**src/rtl/pc_sequencer.sv**
```systemverilog
// Program-counter sequencer: owns the PC, paces fetch/execute with a memory
// handshake, resolves branches/jumps and keeps a small return-address stack.
module pc_sequencer #(
  parameter int               WIDTH       = 32,
  parameter int               STACK_DEPTH = 4,
  parameter logic [WIDTH-1:0] RESET_PC    = {WIDTH{1'b0}}
) (
  input  logic                         clock,
  input  logic                         reset,
  input  logic                         start,
  input  logic                         mem_ready,
  input  logic [2:0]                   op,
  input  logic [WIDTH-1:0]             target,
  input  logic [WIDTH-1:0]             cond_value,
  output logic [WIDTH-1:0]             pc,
  output logic [1:0]                   pc_sel,
  output logic                         fetch_req,
  output logic                         ir_load,
  output logic                         halted,
  output logic                         stack_err,
  output logic [$clog2(STACK_DEPTH):0] depth
);

  localparam int AW = $clog2(STACK_DEPTH);
  localparam int DW = AW + 1;

  localparam logic [1:0] S_IDLE   = 2'd0;
  localparam logic [1:0] S_FETCH  = 2'd1;
  localparam logic [1:0] S_EXEC   = 2'd2;
  localparam logic [1:0] S_HALTED = 2'd3;

  localparam logic [2:0] OP_BRF  = 3'd1;
  localparam logic [2:0] OP_JMP  = 3'd2;
  localparam logic [2:0] OP_CALL = 3'd3;
  localparam logic [2:0] OP_RET  = 3'd4;
  localparam logic [2:0] OP_HALT = 3'd5;

  localparam logic [1:0] SEL_SEQ = 2'b00;
  localparam logic [1:0] SEL_TGT = 2'b01;
  localparam logic [1:0] SEL_RET = 2'b10;

  localparam logic [DW-1:0] DEPTH_FULL  = DW'(STACK_DEPTH);
  localparam logic [DW-1:0] DEPTH_EMPTY = {DW{1'b0}};
  localparam logic [DW-1:0] DEPTH_ONE   = {{(DW-1){1'b0}}, 1'b1};

  logic [1:0]       state_r;
  logic [WIDTH-1:0] pc_r;
  logic [DW-1:0]    depth_r;
  logic             err_r;
  logic [WIDTH-1:0] stack_r [STACK_DEPTH];

  logic [1:0]       next_state_s;
  logic [WIDTH-1:0] next_pc_s;
  logic [1:0]       sel_s;
  logic             push_s;
  logic             pop_s;
  logic             err_set_s;
  logic [WIDTH-1:0] pc_inc_s;
  logic [AW-1:0]    push_idx_s;
  logic [AW-1:0]    top_idx_s;

  // When full, the low bits of depth wrap to 0 so top_idx lands on the last slot.
  assign pc_inc_s   = pc_r + {{(WIDTH-1){1'b0}}, 1'b1};
  assign push_idx_s = depth_r[AW-1:0];
  assign top_idx_s  = depth_r[AW-1:0] - {{(AW-1){1'b0}}, 1'b1};

  // Next-state, next-PC and stack-control decode.
  always_comb begin
    next_state_s = state_r;
    next_pc_s    = pc_r;
    sel_s        = SEL_SEQ;
    push_s       = 1'b0;
    pop_s        = 1'b0;
    err_set_s    = 1'b0;
    case (state_r)
      S_IDLE: begin
        if (start) next_state_s = S_FETCH;
        else       next_state_s = S_IDLE;
      end
      S_FETCH: begin
        if (mem_ready) next_state_s = S_EXEC;
        else           next_state_s = S_FETCH;
      end
      S_EXEC: begin
        next_state_s = S_FETCH;
        case (op)
          OP_BRF: begin
            if (cond_value == {WIDTH{1'b0}}) begin
              sel_s     = SEL_TGT;
              next_pc_s = target;
            end else begin
              next_pc_s = pc_inc_s;
            end
          end
          OP_JMP: begin
            sel_s     = SEL_TGT;
            next_pc_s = target;
          end
          OP_CALL: begin
            if (depth_r == DEPTH_FULL) begin
              err_set_s    = 1'b1;
              next_state_s = S_HALTED;
            end else begin
              push_s    = 1'b1;
              sel_s     = SEL_TGT;
              next_pc_s = target;
            end
          end
          OP_RET: begin
            if (depth_r == DEPTH_EMPTY) begin
              err_set_s    = 1'b1;
              next_state_s = S_HALTED;
            end else begin
              pop_s     = 1'b1;
              sel_s     = SEL_RET;
              next_pc_s = stack_r[top_idx_s];
            end
          end
          OP_HALT: next_state_s = S_HALTED;
          default: next_pc_s = pc_inc_s;
        endcase
      end
      S_HALTED: next_state_s = S_HALTED;
      default:  next_state_s = S_IDLE;
    endcase
  end

  // Control state, PC, stack occupancy and sticky error flag.
  always_ff @(posedge clock) begin
    if (reset) begin
      state_r <= S_IDLE;
      pc_r    <= RESET_PC;
      depth_r <= DEPTH_EMPTY;
      err_r   <= 1'b0;
    end else begin
      state_r <= next_state_s;
      pc_r    <= next_pc_s;
      if (push_s)     depth_r <= depth_r + DEPTH_ONE;
      else if (pop_s) depth_r <= depth_r - DEPTH_ONE;
      if (err_set_s)  err_r <= 1'b1;
    end
  end

  // Return-address storage; contents are don't-care after reset.
  always_ff @(posedge clock) begin
    if (push_s && !reset) stack_r[push_idx_s] <= pc_inc_s;
  end

  // Strobes are gated by reset so a reset cycle never looks like a capture.
  assign pc        = pc_r;
  assign pc_sel    = sel_s;
  assign fetch_req = (state_r == S_FETCH) && !reset;
  assign ir_load   = fetch_req && mem_ready;
  assign halted    = (state_r == S_HALTED);
  assign stack_err = err_r;
  assign depth     = depth_r;

endmodule

```
**config.mk**
```make
export PLATFORM = sky130hd
export DESIGN_NAME = pc_sequencer
export DESIGN_NICKNAME = d
export VERILOG_FILES = /design/src/rtl/pc_sequencer.sv
export SDC_FILE = /design/constraint.sdc
export NUM_CORES = 1
export LEC_CHECK = 0
export ABC_AREA = 1
export BUFFER_PORTS_ARGS = -buffer_cell sky130_fd_sc_hd__clkbuf_2
export CAP_MARGIN = 20
export CORE_ASPECT_RATIO = 1.75
export CORE_MARGIN = 3
export CORE_UTILIZATION = 54
export DETAILED_ROUTE_END_ITERATION = 16
export PLACE_DENSITY = 0.81
export SYNTH_ARGS = -nofsm -noshare
export SYNTH_HDL_FRONTEND = slang
export SYNTH_SLANG_ARGS = --single-unit
export TNS_END_PERCENT = 10
```
**constraint.sdc**
```tcl
create_clock -name clock -period 4.4 [get_ports clock]
set_input_delay 0.88 -clock clock [delete_from_list [all_inputs] [get_ports clock]]
set_output_delay 0.88 -clock clock [all_outputs]
set_load 0.005 [all_outputs]
```
==> impl_metrics.ini <==
[outcome]
status = completed

[drt]
ant_nets = 0
wl_per_cell_um = 16.6
num_vias = 8017
drcViolationCount = 0
post_drt_via_cell_ratio = 5.70
drt_iter0_markers = 755
wl_um = 23400
dr.pass1.iters = 7

[clocking]
cts_sinks = 166
cts_hold_buf = 0
clkLatencyLatePin_ns = 0.43
htree_levels = 4
cts_tree = yes
cts_made_buffers = 17
root_buffer = clkbuf_16
cts_resized = 0
cts_buffer_depth = 2
cts_setup_buffers = 0
clk_pin_slew_ns = 0.07

[layout]
final_area_sq_um = 10100
syn2layout_area_growth_pct = 14.5
nets = 1281
drive_above_1_share = 0.155
num_antenna_cells = 0

[global_routing]
antenna_found_initial = 0
grt_pass1_vias = 7743
grt_pass1_wl_um = 37600
grt_remaining_overflow = 0
grt_max_degree = 70
grtUsageTotal = 0.267

[power]
p_sw_uw = 854
power-per-cell-area_nw_per_um2 = 333
internal-power_uw = 2520
clockPowerShare = 0.432
ir_worst_vdd_uv = 287
sequentialPowerShare = 0.501
share_comb_of_total_power = 0.067
swShare = 0.253
p_leak_uw = 0.00446

[synth]
yosysTopAreaCell = edfxtp_1
yosysSeqAreaShare = 0.520
syn_inst = 1107
yosys.area_share.simple = 0.243
synth-edff-count = 128
yosys_most_used_dff = edfxtp_1
synth_top_family_by_area = simple AND/OR/NAND/NOR gates
yosysWarnings = 0
synth_xor_area_frac = 0.00692
ys_top_cells_by_area = edfxtp_1 (43%), nand2_1 (12%), dfxtp_1 (8.6%), o21ai_0 (6.2%), nor2_1 (5.8%)
ys_ff_latch = 166
synth_compound_area_frac = 0.144
synthesis.area_sq_um = 8860
synthAdderAreaFrac = 0.00932
yosysMostFrequentCell = nand2_1
synthArstFlopShare = 0
postSynthAreaPerCell_sq_um = 8.00
syn-num-nets = 1184
netlist.area_leader.share = 0.434
synth.area.mux_share = 0
synth_common_cells = nand2_1 (286), nor2_1 (137), edfxtp_1 (128)
synth.distinct_cells = 37

[placement]
io_buffer_count = 111
globalplace.congestion = 0.943
postPlaceCellArea_sq_um = 9550
hpwlAfterDp_um = 16300
place_ws_ns = 1.42

[sta]
hold_viol_final = 0
slew_viol_final = 0
fin_crit_ns = 2.95
setup_viol = 0
period_share = 0.670
rsz0062_at_grt = false
tns_ns = 0
worstMarginPinSlew_ns = 0.977
worst_hold_slack_ns = 0.473
max_freq_mhz = 339
skew_ns = 0.0114
relSlewSlack = 0.348
fin_ws_ns = 1.45

[setup_path]
cp.arrival_ns = 2.07
end_kind = output port
cp.required_ns = 3.52
startpoint_type = input port
worstSetupPathType = input port to output port
critPathMaxFanout = 32

[floorplanning]
rows = 61
initial_core_util = 0.555
die_x_um = 103
die_y_um = 175
core_sq_um = 16000
dieArea_sq_um = 18000
pin_count = 112

[min_path]
hold_class = flip-flop to flip-flop

[job]
drv_cap = 0
-- layout by cell type (no fill, tap or decap), drive strengths merged --
cell type | synthesis | layout
clkbuf | 30 | 128
dfxtp | 38 | 38
nor2 | 149 | 149
edfxtp | 128 | 128
nand3 | 61 | 61
fa | 1 | 1
nand3b | 8 | 8
nor3 | 2 | 2
nor3b | 2 | 2
o21bai | 3 | 3
nand2 | 290 | 290
or2 | 1 | 1
o21ai | 118 | 118
inv | 115 | 120
and2 | 2 | 2
o22ai | 32 | 32
ha | 5 | 5
xnor2 | 2 | 2
a211oi | 1 | 1
clkinv | 5 | 15
buf | 19 | 16
xor2 | 5 | 5
a21oi | 90 | 90
-- sequential cells by signal (all words and copies together), names as in the netlist --
signal and count:
state_r 2, stack_err 1, depth 3, stack_r 128
pc 32
-- logic make-up (layout without fill, tap and decap cells) --
family | after synthesis | after routing
xor+xnor | 7 | 7
simple gates | 515 | 515
fa+ha+maj | 6 | 6
compound gates | 244 | 244
flops | 166 | 166
buf+inv | 169 | 279
-- critical path: stages --
cell	delay, ns
clkbuf_2	0.08
nor2_1	0.09
nand2_1	0.06
nor2_1	0.11
nand2_1	0.09
inv_1	0.06
nand2_1	0.04
buf_4	0.23
o21ai_0	0.17
o21ai_0	0.09
inv_1	0.06
clkbuf_2	0.10
-- metal layers --
metal	global-route usage	vias to the layer above	routed length, um
li1	-	3864	-
met5	0	-	0
met2	0.434	405	11600
met3	0.0465	49	1900
met1	0.347	3699	9080
met4	0.118	0	800
-- path summary, 6_finish.rpt --
path,start,to,slack (ns),cells after the start
worst max-delay path,cond_value[7],pc_sel[0],1.45,12
worst min-delay path,stack_err,stack_err,0.47,2
worst max register to register,depth[1],pc[21],1.56,10
worst min register to register,stack_err,stack_err,0.47,2
-- metrics by stage --
| stage | power (uW) | std cells | util |
|---|---|---|---|
| 6_report | 3370 | 1406 | 0.636 |
| 5_1_grt | 3480 | 1406 | 0.636 |
| 4_1_cts | 3380 | 1406 | 0.636 |
| 3_5_place_dp | 1950 | 1374 | 0.599 |
| 3_3_place_gp | 1940 | 1374 | 0.599 |
| 2_1_floorplan | 1870 | 1107 | - |
-- area by class of cell --
class | instances | area (sq um)
clock buffers | 17 | 425
clock inverters | 15 | 164
fillers | 1323 | 5810
inverters | 120 | 453
multi-input cells | 772 | 3580
flip-flops and latches | 166 | 4610
well taps | 189 | 236
repair buffers | 127 | 676
-- power groups by stage --
stage	sequential (uW)	clock [uW]	combinational, uW
after CTS	1690	1470	224
after global routing	1690	1530	256
after floorplan	1720	0	143
after detailed placement	1730	0	223
final	1690	1460	228
after global placement	1730	0	218
Power figures use the tool's default switching activity.
